**src/rtl/clock_pkg.sv**
```systemverilog
// Shared definitions for the clock's time-of-day and countdown timer blocks.
// Contents: timer state enum, seconds-per-unit constants and the default
// largest loadable seconds value (one day minus one second).
package clock_pkg;

  typedef enum logic [1:0] {
    IDLE    = 2'd0,
    RUNNING = 2'd1,
    PAUSED  = 2'd2,
    EXPIRED = 2'd3
  } timer_state_e;

  localparam int SECONDS_PER_DAY     = 86400;
  localparam int SECONDS_PER_HOUR    = 3600;
  localparam int SECONDS_PER_MIN     = 60;
  localparam int MAX_SECONDS_DEFAULT = SECONDS_PER_DAY - 1;

endpackage

```
**src/rtl/count_down_timer_if.sv**
```systemverilog
// Control/status bundle for count_down_timer.
//   master : drives tick/load/loadValue/start/pause, observes status
//   slave  : the timer itself
// Status: count (raw seconds), hours/minutes/seconds breakdown,
// running/expired state decodes and the one-cycle alarm pulse.
interface count_down_timer_if #(
  parameter int WIDTH = 32
);
  logic             tick;
  logic             load;
  logic [WIDTH-1:0] loadValue;
  logic             start;
  logic             pause;
  logic [WIDTH-1:0] count;
  logic [4:0]       hours;
  logic [5:0]       minutes;
  logic [5:0]       seconds;
  logic             running;
  logic             expired;
  logic             alarm;

  modport master (
    output tick, load, loadValue, start, pause,
    input  count, hours, minutes, seconds, running, expired, alarm
  );

  modport slave (
    input  tick, load, loadValue, start, pause,
    output count, hours, minutes, seconds, running, expired, alarm
  );
endinterface

```
**src/rtl/sec_to_hms.sv**
```systemverilog
// Combinational seconds -> HH:MM:SS breakdown, shared with the
// time-of-day display path.
// Ports:
//   total_sec : raw seconds (WIDTH bits)
//   hours     : total_sec / 3600 (5 bits, valid for values below one day)
//   minutes   : (total_sec % 3600) / 60
//   seconds   : total_sec % 60
module sec_to_hms
  import clock_pkg::*;
#(
  parameter int WIDTH = 32
) (
  input  logic [WIDTH-1:0] total_sec,
  output logic [4:0]       hours,
  output logic [5:0]       minutes,
  output logic [5:0]       seconds
);

  localparam logic [WIDTH-1:0] HOUR_W = WIDTH'(SECONDS_PER_HOUR);
  localparam logic [WIDTH-1:0] MIN_W  = WIDTH'(SECONDS_PER_MIN);

  logic [WIDTH-1:0] rem_hour;

  always_comb begin
    rem_hour = total_sec % HOUR_W;
    // Callers keep total_sec under one day, so hours fits in 5 bits.
    hours    = 5'(total_sec / HOUR_W);
    minutes  = 6'(rem_hour / MIN_W);
    seconds  = 6'(rem_hour % MIN_W);
  end

endmodule

```
**src/rtl/count_down_timer.sv**
```systemverilog
// Countdown timer for the clock's timer/alarm function. Loaded with a
// seconds value, decremented once per 1 Hz tick while running, pulses
// alarm for one cycle when the count reaches zero.
// Ports:
//   CLK : system clock, all state changes on posedge
//   RST : synchronous active-high reset
//   tmr : count_down_timer_if.slave (controls in, count/HMS/flags out)
// Optional build macro COUNT_DOWN_AUTO_RELOAD_EN: on the expiring tick the
// count is reloaded from the last loaded value and counting continues.
//
// state   | meaning
// --------+----------------------------------------------------
// IDLE    | loaded or reset, waiting for start
// RUNNING | decrementing on each tick
// PAUSED  | count held, start resumes
// EXPIRED | reached zero; left only by load or reset
module count_down_timer
  import clock_pkg::*;
#(
  parameter int MAX_SECONDS = MAX_SECONDS_DEFAULT,
  parameter int WIDTH       = 32
) (
  input logic               CLK,
  input logic               RST,
  count_down_timer_if.slave tmr
);

  localparam logic [WIDTH-1:0] MAX_W = WIDTH'(MAX_SECONDS);
  localparam logic [WIDTH-1:0] ONE_W = WIDTH'(1);
  localparam logic [WIDTH-1:0] ZERO_W = '0;

  timer_state_e     state_q, state_d;
  logic [WIDTH-1:0] count_q, count_d;
  logic             alarm_q, alarm_d;
  logic             running_q, running_d;
  logic             expired_q, expired_d;
  logic [WIDTH-1:0] load_clamped;
`ifdef COUNT_DOWN_AUTO_RELOAD_EN
  logic [WIDTH-1:0] reload_q, reload_d;
`endif

  assign load_clamped = (tmr.loadValue > MAX_W) ? MAX_W : tmr.loadValue;

  always_ff @(posedge CLK) begin
    if (RST) begin
      state_q   <= IDLE;
      count_q   <= '0;
      alarm_q   <= 1'b0;
      running_q <= 1'b0;
      expired_q <= 1'b0;
`ifdef COUNT_DOWN_AUTO_RELOAD_EN
      reload_q  <= '0;
`endif
    end else begin
      state_q   <= state_d;
      count_q   <= count_d;
      alarm_q   <= alarm_d;
      running_q <= running_d;
      expired_q <= expired_d;
`ifdef COUNT_DOWN_AUTO_RELOAD_EN
      reload_q  <= reload_d;
`endif
    end
  end

  always_comb begin
    state_d = state_q;
    count_d = count_q;
    alarm_d = 1'b0;
`ifdef COUNT_DOWN_AUTO_RELOAD_EN
    reload_d = reload_q;
`endif

    if (tmr.load) begin
      count_d = load_clamped;
      state_d = IDLE;
`ifdef COUNT_DOWN_AUTO_RELOAD_EN
      reload_d = load_clamped;
`endif
    end else if (tmr.pause) begin
      // pause blocks start/tick even where it has no effect on state
      if (state_q == RUNNING) state_d = PAUSED;
    end else if (tmr.start && (state_q == IDLE || state_q == PAUSED)) begin
      // entering RUNNING swallows any coincident tick
      if (count_q != ZERO_W) state_d = RUNNING;
    end else if (tmr.tick && state_q == RUNNING) begin
      if (count_q == ONE_W) begin
        alarm_d = 1'b1;
`ifdef COUNT_DOWN_AUTO_RELOAD_EN
        count_d = reload_q;
`else
        count_d = ZERO_W;
        state_d = EXPIRED;
`endif
      end else if (count_q != ZERO_W) begin
        count_d = count_q - ONE_W;
      end
    end

    running_d = (state_d == RUNNING);
    expired_d = (state_d == EXPIRED);
  end

  assign tmr.count   = count_q;
  assign tmr.alarm   = alarm_q;
  assign tmr.running = running_q;
  assign tmr.expired = expired_q;

  sec_to_hms #(.WIDTH(WIDTH)) u_hms (
    .total_sec (count_q),
    .hours     (tmr.hours),
    .minutes   (tmr.minutes),
    .seconds   (tmr.seconds)
  );

endmodule

```
**src/flat_wrapper.sv**
```systemverilog
// flat-port wrapper written by rule: the top's interface ports become plain ports
module count_down_timer_flat import clock_pkg::*;
#(
  parameter int MAX_SECONDS = MAX_SECONDS_DEFAULT,
  parameter int WIDTH       = 32
)
  (CLK, RST, tmr_tick, tmr_load, tmr_loadValue, tmr_start, tmr_pause, tmr_count, tmr_hours, tmr_minutes, tmr_seconds, tmr_running, tmr_expired, tmr_alarm);
  count_down_timer_if #(.WIDTH(WIDTH)) tmr_i ();
  input logic CLK;
  input logic RST;
  input wire logic [$bits(tmr_i.tick)-1:0] tmr_tick;
  input wire logic [$bits(tmr_i.load)-1:0] tmr_load;
  input wire logic [$bits(tmr_i.loadValue)-1:0] tmr_loadValue;
  input wire logic [$bits(tmr_i.start)-1:0] tmr_start;
  input wire logic [$bits(tmr_i.pause)-1:0] tmr_pause;
  output wire logic [$bits(tmr_i.count)-1:0] tmr_count;
  output wire logic [$bits(tmr_i.hours)-1:0] tmr_hours;
  output wire logic [$bits(tmr_i.minutes)-1:0] tmr_minutes;
  output wire logic [$bits(tmr_i.seconds)-1:0] tmr_seconds;
  output wire logic [$bits(tmr_i.running)-1:0] tmr_running;
  output wire logic [$bits(tmr_i.expired)-1:0] tmr_expired;
  output wire logic [$bits(tmr_i.alarm)-1:0] tmr_alarm;
  assign tmr_i.tick = tmr_tick;
  assign tmr_i.load = tmr_load;
  assign tmr_i.loadValue = tmr_loadValue;
  assign tmr_i.start = tmr_start;
  assign tmr_i.pause = tmr_pause;
  assign tmr_count = tmr_i.count;
  assign tmr_hours = tmr_i.hours;
  assign tmr_minutes = tmr_i.minutes;
  assign tmr_seconds = tmr_i.seconds;
  assign tmr_running = tmr_i.running;
  assign tmr_expired = tmr_i.expired;
  assign tmr_alarm = tmr_i.alarm;
  count_down_timer #(.MAX_SECONDS(MAX_SECONDS), .WIDTH(WIDTH)) u_core (.CLK(CLK), .RST(RST), .tmr(tmr_i));
endmodule
```
**config.mk**
```make
export PLATFORM = sky130hd
export DESIGN_NAME = count_down_timer_flat
export DESIGN_NICKNAME = d
export VERILOG_FILES = /design/src/rtl/clock_pkg.sv /design/src/rtl/count_down_timer_if.sv /design/src/rtl/sec_to_hms.sv /design/src/rtl/count_down_timer.sv /design/src/flat_wrapper.sv
export SDC_FILE = /design/constraint.sdc
export NUM_CORES = 1
export LEC_CHECK = 0
export BUFFER_PORTS_ARGS = -buffer_cell sky130_fd_sc_hd__buf_2
export CAP_MARGIN = 15
export CELL_PAD_IN_SITES_DETAIL_PLACEMENT = 1
export CELL_PAD_IN_SITES_GLOBAL_PLACEMENT = 1
export CORE_MARGIN = 2
export CORE_UTILIZATION = 46
export DETAILED_ROUTE_END_ITERATION = 8
export GPL_TIMING_DRIVEN = 0
export PLACE_DENSITY_LB_ADDON = 0.1
export SLEW_MARGIN = 5
export SYNTH_ARGS = -nofsm -noshare
export SYNTH_HDL_FRONTEND = slang
export SYNTH_SLANG_ARGS = --single-unit
export TNS_END_PERCENT = 10
```
**constraint.sdc**
```tcl
create_clock -name CLK -period 20.9 [get_ports CLK]
set_clock_uncertainty 0.1 [all_clocks]
set_input_delay 0 -clock CLK [delete_from_list [all_inputs] [get_ports CLK]]
set_output_delay 0 -clock CLK [all_outputs]
set_load 0.01 [all_outputs]
```
-- Word-level counts from Yosys, hierarchy flattened
Index checks and enable logic that the tools add are counted.
- register bits after elaboration: 37
- input bits: 38
- output and inout bits: 52
- logic and storage cells: 43
- add/sub/neg operators: 1
- div/mod/pow operators: 4
- magnitude comparators: 1
- eq/ne operators: 7
- muxes and demuxes: 15
- bitwise operators: 1
- reductions and logical operators: 9
- operators with widths (kind ; count):
    32-bit two-way mux ; 7
    32-bit by 12-bit divider with 32-bit output, second input constant ; 1
    32-bit by 6-bit divider with 32-bit output, second input constant ; 1
    32-bit by 1-bit equality test with 1-bit output, second input constant ; 1
    32-bit by 17-bit greater-than comparator with 1-bit output, second input constant ; 1
    32-bit by 12-bit modulo with 32-bit output, second input constant ; 1
    32-bit by 6-bit modulo with 32-bit output, second input constant ; 1
    32-bit nonzero test ; 1
    32-bit by 1-bit subtractor with 32-bit output, second input constant ; 1
    2-bit two-way mux ; 7
    5-bit OR reduction ; 1
    2-bit by 1-bit equality test with 1-bit output, second input constant ; 2
    2-bit equality test, second input constant ; 2
    2-bit != test, second input constant ; 2
    4-bit AND reduction ; 1
    3-bit nonzero test ; 1
    1-bit logical AND ; 2
    2-bit zero test ; 1
    2-bit nonzero test ; 1
    1-bit logical OR ; 1
    1-bit two-way mux ; 1
    1-bit inverter ; 1

-- Depth between registers and ports, before layout
Gate-level depths: netlist (run 1).
- depth after elaboration: 7
- mapped depth: 73
- mapped depth without buffers: 61

-- Cells and area by module
From an unflattened synthesis (run 1), not the netlist that was laid out.
- cell total of the unflattened synthesis: 1460
- area total of the unflattened synthesis: 10191.0 µm²
- by module, submodules not included (module ; instances ; cells an instance ; area each (µm²) ; sequential area each (µm²)):
    sec_to_hms ; 1 ; 1151 ; 7831.3 ; 0.0
    count_down_timer ; 1 ; 309 ; 2359.8 ; 740.7

-- Least setup slack after synthesis (run 1)
Ideal clock, no wire load.
- path kind: reg-to-output
- from: register u_core.count_q[24] (netlist: u_core.tmr.count[24])
- to: output port tmr_seconds[2]
- arrival time: 17.113 ns
- data required time: 20.800 ns
- path slack: 3.687 ns
- cell stages (with the launch flop): 64
- buffers on the path: 3
- path through: dfxtp_1 > or4_4 > mux2i_1 > a2111oi_1 > o22ai_1 > o31a_4 > xnor2_2 > nor4_1 > nand3_1 > and2_1 > buf_2 > a311oi_2 > and3_1 > buf_2 > o31a_1 > o21ai_4 > a2111oi_2 > a311oi_1 > [28 not listed] > a211o_1 > a211oi_2 > o31ai_4 > a2111o_1 > nor2_4 > a211o_1 > a21oi_4 > maj3_1 > xnor2_1 > a21o_1 > a311oi_4 > xnor2_1 > a31oi_2 > or3_1 > and2_1 > nor4_1 > nor3_2 > xnor2_1
- cells in the longest elaborated chain, start to end: 2
- RTL lines (what ; RTL line ; RTL):
    start: declaration ; count_down_timer.sv:33 ; logic [WIDTH-1:0] count_q, count_d;
    start signal: assignment ; count_down_timer.sv:56 ; count_q <= count_d;
    32-bit by 12-bit modulo with 32-bit output ; sec_to_hms.sv:25 ; rem_hour = total_sec % HOUR_W;
    32-bit by 6-bit modulo with 32-bit output ; sec_to_hms.sv:29 ; seconds = 6'(rem_hour % MIN_W);
    end: declaration ; flat_wrapper.sv:19 ; output wire logic [$bits(tmr_i.seconds)-1:0] tmr_seconds;
No other way between the ends.

-- Worst setup path after layout (run 1)
- from: register u_core.count_q[23] (netlist: u_core.tmr.count[23])
- to: output port tmr_seconds[5]
Same word-level chain as after synthesis.

==> results of run 1 <==
## cells in the mapped netlist (10+ instances only)
| library cell | number | area share, % |
|---|---|---|
| dfxtp_1 | 37 | 7.7 |
| a21o_1 | 25 | 1.9 |
| o31ai_1 | 19 | 1.5 |
| clkbuf_1 | 40 | 1.6 |
| or2_1 | 13 | 0.84 |
| nand3_1 | 41 | 2.1 |
| or2_2 | 10 | 0.65 |
| a21oi_1 | 88 | 4.6 |
| nor4_1 | 18 | 1.2 |
| inv_1 | 41 | 1.6 |
| o22ai_1 | 16 | 1.0 |
| nor2b_1 | 11 | 0.71 |
| xnor2_1 | 52 | 4.7 |
| buf_2 | 15 | 0.78 |
| o211ai_1 | 22 | 1.7 |
| a211oi_1 | 23 | 1.8 |
| or3_1 | 20 | 1.3 |
| and2_1 | 35 | 2.3 |
| o21ai_1 | 19 | 0.98 |
| nand2_1 | 107 | 4.2 |
| nand4_1 | 17 | 1.1 |
| a211o_1 | 10 | 0.91 |
| nand2b_1 | 18 | 1.2 |
| nor2_1 | 126 | 4.9 |
| o21a_1 | 18 | 1.4 |
| xor2_1 | 16 | 1.4 |
| o21ai_0 | 72 | 3.7 |
| a31oi_1 | 32 | 2.1 |
| nor3_1 | 53 | 2.7 |
| and3_1 | 20 | 1.3 |
## worst register-to-register path, delay by kind of cell, from the launching register on
| family | cells | cell delay (ns) |
|---|---|---|
| flip-flops | 1 | 0.42 |
| XOR/XNOR | 1 | 0.14 |
| AND/OR/NAND/NOR | 12 | 3.01 |
| AO/OA/AOI/OAI | 1 | 0.32 |
| buffers and inverters | 2 | 0.54 |
## path summary, 6_finish.rpt
path | to | slack [ns] | cells after the start
max reg2reg | u_core.tmr.count[31] | 16.24 | 16
min | u_core.tmr.count[1] | 0.00005 | 5
min reg2reg | u_core.tmr.alarm | 0.49 | 2
max | tmr_seconds[5] | 1.12 | 68
## what timing repair did
item	CTS	global route
gates resized for setup	0	39
hold buffers	10	0
setup buffers	0	11
setup endpoints to repair	0	7
hold endpoints to repair	10	0
## flip-flops by register name (all words and copies together), names as in the netlist
signal              count
u_core.tmr.running      1
u_core.tmr.alarm        1
u_core.tmr.count       32
u_core.tmr.expired      1
u_core.state_q          2
## per-layer routing
layer / routed length, um / track usage, % / up-vias
li1: - / - / 5582
met1: 15400 / 38.4 / 5648
met2: 17400 / 54.6 / 203
met3: 1180 / 1.93 / 50
met4: 561 / 5.95 / 2
met5: 13 / 0 / -
## area by class of cell
type,count,area share [%]
Clock buffer,7,1.21
Antenna cell,3,0.0683
Sequential cell,37,6.74
Timing Repair Buffer,110,5.71
Inverter,46,1.57
Clock inverter,1,0.0683
Tap cell,275,3.13
Multi-Input combinational cell,1214,78.7
Buffer,67,2.82
## cells by family (layout without fill, tap and decap cells)
| logic type | after synthesis | after routing | share of synthesized area (%) |
|---|---|---|---|
| AND/OR/NAND/NOR | 568 | 568 | 32.2 |
| AO/OA/AOI/OAI | 542 | 542 | 44.6 |
| buffers and inverters | 113 | 231 | 4.96 |
| XOR/XNOR | 72 | 72 | 6.94 |
| flip-flops | 37 | 37 | 7.65 |
| multiplexers | 20 | 20 | 2.31 |
| adder cells (fa/ha/maj) | 12 | 12 | 1.31 |
| other | 0 | 3 | 0 |
## metrics by stage
stage	hold WS [ns]	instance area (um^2)
after floorplan	0.0473	9680
after global placement	0.180	10500
after detailed placement	0.209	10500
after CTS	0.000737	10700
after global routing	0.0336	11000
final	0.0000501	11000
==> reports/results.ini, run 1 <==
[placed_design]
io_buffers = 89
placed_cells = 1728
place_ws_ns = 0.868
place.gp.congestion = 0.880
dp_hpwl_um = 27400

[final_layout]
nFillCells = 2780
ff_latch_area_um2 = 741
fin_util_pct = 52.8
fin_cells = 1760
final_common_cell = nor2_1
num-nets-final = 1521
layout-drive-gt1-share_pct = 19.1
area_delta_synth_final_pct = 13.6
multiInputGateArea_um2 = 8650
mostFrequentLayoutCells = 125 x nor2_1, 107 x nand2_1, 104 x buf_2, 86 x a21oi_1, 70 x o21ai_0

[floorplanning]
io-pin-count = 90
core_area_um2 = 20800
die_width_um = 149
die_area_um2 = 22200
initial_utilization_pct = 46.5
die_h_um = 149
rows = 53

[clocking]
root_buffer = clkbuf_16
cts_tree = built
cts_buffers = 5
htree_levels = 2
clock_sinks = 37
cts.clk_slew.worst_paths_ns = 0.06
clk_latency_ns = 0.28
cts_max_path_buffers = 2

[logic_synthesis]
synth_cell_types = 142
ys_seq_elements = 37
synth_nets = 1404
syn_inst = 1364
ys_async_sr_fraction_pct = 0
ys.flop_type = dfxtp_1
ys_seq_area_share_pct = 7.65
avgSynthCellArea_um2 = 7.09
netlist_area_um2 = 9680
yosys_warnings = 0
synth-edff-count = 0

[global_route]
grt_first_pass_wirelength_um = 56100
grt_max_degree = 12
antenna_found_initial = 3
globalRouteOverflowTotal = 0
grt_pass1_vias = 11210
grt_usage_pct = 29.8

[sta]
setup_slack_ns = 1.12
period_share_pct = 94.6
fin_crit_ns = 19.78
finalHoldViolCount = 0
tns_ns = 0
setup_violations = 0
max_freq_mhz = 50.6
tightest_slew_ns = 1.01
relSlewSlack_pct = 31.9
timing.final.max_slew_violations = 0

[worst_setup_path]
crit_buf_inv = 7
max_stage_delay_ns = 0.57
critPathKind = reg -> out
crit_path_top_delay_cell = or4b_4
reg2reg_from = u_core.tmr.count[11]
crit_start = u_core.tmr.count[23]
worstPathArrival_ns = 19.68
cpMostUsedCell = and3_1
cp_max_fo = 10
critPathLaunchType = flop
cp-end-kind = output pin
critPathTopFamily = compound AO/OA/AOI/OAI gates
required_ns = 20.80

[routing]
drtIter0Drc = 491
dr.pass1.iters = 4
vias = 11485
route.detailed.drc = 0
wire_per_inst_um = 19.6
vias_per_cell = 6.53
ant_nets = 0
wirelength_um = 34600

[min_path]
hold_start = tmr_loadValue[1]
hp-class = in -> reg

[job]
drv_cap = 0

[outcome]
outcome = finished, final reports clean

Power of run 1 is not shown: default switching activity piles up to over one toggle a cycle in this logic, so the estimate is an artifact.
==> inputs of run 2 (changes only) <==
- ABC_AREA: unset -> 1
- CORE_UTILIZATION: 46 -> 43
==> run 2 against run 1 <==
Count of clock-buffer cells in the layout is the same. Fmax increased by 19%. Setup slack better by 3.1 ns. Synthesized cell count is 21% higher. Cell count up 16%. Area after synthesis decreased by 3.8%. Critical path type unchanged. Critical endpoint is now tmr_seconds[2].
==> reports/results.ini, run 2 <==
[outcome]
outcome = finished, final reports clean

[global_route]
grt_usage_pct = 25.6
use_met2_pct = 47.7
grt_first_pass_wirelength_um = 49000
met3_usage_pct = 0.994
grt_pass1_vias = 10600
grt_max_degree = 12
grt.busiest_layer = met2
antenna_found_initial = 0
globalRouteOverflowTotal = 0
grt_util_met1_pct = 32.7

[worst_setup_path]
cp_max_fo = 10
crit_path_top_delay_cell = dfxtp_1
critPathLaunchType = flop
cp-end-kind = output pin
max_stage_delay_ns = 0.53
worstPathArrival_ns = 16.58
ff2ff_setup_slack_ns = 17.14
critPathKind = reg -> out
required_ns = 20.80
cpMostUsedCell = nand2_2

[clocking]
cts_setup_buffers = 0
cts_buffers = 5
cts.clk_slew.worst_paths_ns = 0.06
clock_sinks = 37
post_cts_resized = 0
clk_latency_ns = 0.29
cts_tree = built
cts_max_path_buffers = 2
htree_levels = 2
cts_hold_buffers = 13
root_buffer = clkbuf_16

[placed_design]
place.gp.congestion = 0.844
postPlaceCellArea_um2 = 10100
dp_hpwl_um = 24500
io_buffers = 88

[logic_synthesis]
yosys_warnings = 0
netlist_area_um2 = 9310
synth.area.top_cells = nand2_1 17%, nand3_1 9.4%, inv_1 8.9%, nand2_2 8.2%, dfxtp_1 8.0%
synth_cell_types = 59
ys.flop_type = dfxtp_1
ys_async_sr_fraction_pct = 0
ys_seq_elements = 37
avgSynthCellArea_um2 = 5.64
synth_top_area_share_pct = 16.8
synth_most_common_cell = nand2_1
syn_inst = 1651
ys_top_cells_by_count = 416 x nand2_1, 220 x inv_1, 174 x nand3_1
synth-edff-count = 0
synth_nets = 1691
synth_area_leader_cell = nand2_1
ys_seq_area_share_pct = 7.95

[final_layout]
area_delta_synth_final_pct = 11.5
mostFrequentLayoutCells = 416 x nand2_1, 220 x inv_1, 174 x nand3_1, 153 x nor2_1, 122 x nand2_2
diodes = 0
design_area_um2 = 10400
largest_reg_flops = 32
ff_latch_area_um2 = 741
nFillCells = 3184
layout-drive-gt1-share_pct = 25.1
final_common_cell = nand2_1
multiInputGateArea_um2 = 7310
num-nets-final = 1799

[sta]
tightest_slew_ns = 0.691
setup_violations = 0
max_freq_mhz = 60.0
finalHoldViolCount = 0
grt_setup_unrepaired = false
tns_ns = 0
timing.final.max_slew_violations = 0
fin_crit_ns = 16.68
relSlewSlack_pct = 54.0
period_share_pct = 79.8

[routing]
wirelength_um = 29200
dr.pass1.iters = 5
drtIter0Drc = 362
ant_nets = 0
vias_per_cell = 5.27
vias = 10725
wire_per_inst_um = 14.4
route.detailed.drc = 0

[floorplanning]
initial_utilization_pct = 44.0
core_area_um2 = 21200
die_area_um2 = 22900
die_width_um = 151
rows = 53
io-pin-count = 90
die_h_um = 151

[job]
drv_cap = 0

[min_path]
hp-class = in -> reg

run 2: changes by cell type after synthesis, sizes merged, moves of 26 or more:
| cell | before | now |
|---|---|---|
| and2 | 37 | 1 |
| nand3 | 42 | 209 |
| a21oi | 93 | 44 |
| nand2 | 110 | 596 |
| nor3 | 60 | 15 |
| a211oi | 29 | 3 |
| inv | 42 | 251 |
| clkbuf | 40 | 10 |
| nor2 | 128 | 211 |
| xnor2 | 55 | 8 |
run 2: critical path: cells and delay by family, from the launching register on:
family | cells | cell delay [ns]
simple gates | 141 | 14.64
buf+inv | 7 | 0.65
flops | 1 | 0.53
compound gates | 2 | 0.38
run 2: metrics by stage:
step	worst slack (ns)	hold WS, ns	utilization, %	cells
4_1_cts	4.11	0.00181	49.1	2035
6_report	4.22	0.00292	49.1	2035
3_3_place_gp	5.03	0.176	47.7	2014
2_1_floorplan	6.83	-0.0215	-	1651
5_1_grt	2.18	0.0109	49.1	2035
3_5_place_dp	4.43	0.174	47.7	2014
run 2: cells by family (layout without fill, tap and decap cells):
group	Yosys count	after routing	synth area share [%]
AND/OR/NAND/NOR	1091	1091	62.3
buffers and inverters	294	403	13.5
AO/OA/AOI/OAI	178	178	11.4
XOR/XNOR	49	49	4.61
flip-flops	37	37	7.95
adder cells (fa/ha/maj)	2	2	0.269
run 2: layout make-up:
class | instances | area share [%]
Buffer | 27 | 1.98
Clock buffer | 7 | 1.47
Clock inverter | 1 | 0.0482
Inverter | 267 | 10.2
Multi-Input combinational cell | 1320 | 70.4
Sequential cell | 37 | 7.13
Tap cell | 275 | 3.31
Timing Repair Buffer | 101 | 5.49
run 2: path summary, 6_finish.rpt:
path	from	cells past startpoint	to
worst min-delay path	tmr_pause	4	u_core.tmr.alarm
worst max-delay path	u_core.tmr.count[26]	150	tmr_seconds[2]
worst min register to register	u_core.state_q[0]	4	u_core.tmr.alarm
worst max register to register	u_core.tmr.count[0]	17	u_core.tmr.count[21]
run 2: routing by layer:
layer / part of all wire [%] / wire length [um] / vias to the layer above
met5: 0 / 0 / -
met2: 49 / 14500 / 133
li1: - / - / 5472
met4: 2.0 / 573 / 0
met3: 2.0 / 572 / 35
met1: 47 / 13600 / 5085
Power of run 2 is left out for the same reason.
==> inputs of run 3 (changes only) <==
- CORE_UTILIZATION: 43 -> 38
- clock period: 20.9 -> 13.83 ns (I/O delays scaled with it)
==> run 3 against run 2 <==
The run now ends with hold timing, setup timing left. Sequential cell count is the same. First-iteration DRC count grew 25%. Cell count grew 9.5%. Global-route usage shrank 1.3 points. Routed wire length grew 31%. Setup slack lost 6.5 ns. Register-to-register slack lost 6.9 ns. Count of clock-buffer cells in the layout is the same. Sequential share of layout area shrank 1.5 points. Utilization grew 6.6 points. Via count grew 9.6%. Critical path type unchanged.
==> reports/results.ini, run 3 (synthesized netlist as in run 2, its figures left out) <==
[floorplanning]
core_area_um2 = 24200
die_h_um = 161
io-pin-count = 90
rows = 57
die_width_um = 161
die_area_um2 = 25800
initial_utilization_pct = 38.5

[sta]
max_freq_mhz = 62.0
timing.final.max_slew_violations = 0
period_share_pct = 117
tightest_slew_ns = 0.648
grt_setup_unrepaired = true
whs_ns = -0.00562
fin_crit_ns = 16.12
relSlewSlack_pct = 56.8
finalHoldViolCount = 1
setup_slack_ns = -2.29
setup_violations = 10

[job]
drv_cap = 0

[routing]
ant_nets = 0
drtIter0Drc = 451
wire_per_inst_um = 17.1
vias = 11752
route.detailed.drc = 0
vias_per_cell = 5.27
dr.pass1.iters = 5
wirelength_um = 38200

[clocking]
cts_tree = built
cts_max_path_buffers = 2
clk_latency_ns = 0.28
root_buffer = clkbuf_16
clock_sinks = 37
cts.clk_slew.worst_paths_ns = 0.06
htree_levels = 2
cts_buffers = 5

[final_layout]
nFillCells = 3282
final_common_cell = nand2_1
largest_reg_flops = 32
area_delta_synth_final_pct = 44.6
num-nets-final = 1944
layout-drive-gt1-share_pct = 43.2
mostFrequentLayoutCells = 314 x nand2_1, 202 x inv_1, 140 x nand2_2, 139 x buf_4, 127 x nand3_1

[outcome]
outcome = complete, but fails checks
violations = hold timing, setup timing

[worst_setup_path]
cpMostUsedCell = nand2_4
required_ns = 13.73
crit_buf_inv = 15
reg2reg_from = u_core.tmr.count[0]
max_stage_delay_ns = 0.32
critPathLaunchType = flop
critPathTopFamily = simple AND/OR/NAND/NOR gates
crit_start = u_core.tmr.count[24]
critPathKind = reg -> out
cp_max_fo = 8
crit_path_top_delay_cell = dfxtp_2
cp-end-kind = output pin
worstPathArrival_ns = 16.02

[min_path]
hold_start = tmr_loadValue[12]
hp-class = in -> reg

[global_route]
grt_usage_pct = 24.3
grt_pass1_vias = 11360
grt_first_pass_wirelength_um = 53500
antenna_found_initial = 1
globalRouteOverflowTotal = 0
grt_max_degree = 11

[placed_design]
place.gp.congestion = 0.835
io_buffers = 88
place_ws_ns = -2.64
dp_hpwl_um = 24900

[run 3: final cells by class]
type                            instances  area, um^2  area share, %
Tap cell                              324         405           3.01
Clock buffer                            7         143           1.06
Buffer                                 26         198           1.47
Antenna cell                            1        2.50         0.0186
Inverter                              267        1070           7.97
Multi-Input combinational cell       1323        9180           68.2
Sequential cell                        37         754           5.60
Timing Repair Buffer                  244        1710           12.7
[run 3: through the flow]
step,utilization [%],area (um^2),std cells,setup TNS [ns]
detailed placement,42.1,10200,2063,-19.29
finish,55.7,13500,2229,-16.19
floorplan,-,9320,1651,-0.807
global placement,42.1,10200,2063,-15.36
CTS,47.9,11600,2148,-10.29
global route,55.7,13500,2229,-27.81
[run 3: per-layer routing]
metal / vias to the layer above / part of all wire (%) / global-route usage (%)
met2: 164 / 54 / 46.6
li1: 5791 / - / -
met1: 5748 / 42 / 30.4
met3: 49 / 2.0 / 1.21
met4: 0 / 1.7 / 3.81
met5: - / 0 / 0
[run 3: repair_timing]
action,4_1_cts,5_1_grt
pin swaps,80,204
hold endpoints to repair,13,0
buffers inserted,64,80
cloned,2,1
hold buffers,12,0
gates resized for setup,156,311
setup endpoints to repair,11,12
[run 3: path summary, 6_finish.rpt]
check,to,slack [ns],cells past startpoint
setup / recovery,tmr_seconds[2],-2.29,137
setup reg to reg,u_core.tmr.count[14],10.20,18
hold reg to reg,u_core.tmr.count[26],0.45,2
hold / removal,u_core.tmr.count[12],-0.006,4
[run 3: tightest hold or removal path, delay by kind of cell]
kind                   cells  cell delay [ns]
AND/OR/NAND/NOR            1             0.11
buffers and inverters      2             0.17
AO/OA/AOI/OAI              1             0.07
Power of run 3 is left out for the same reason.
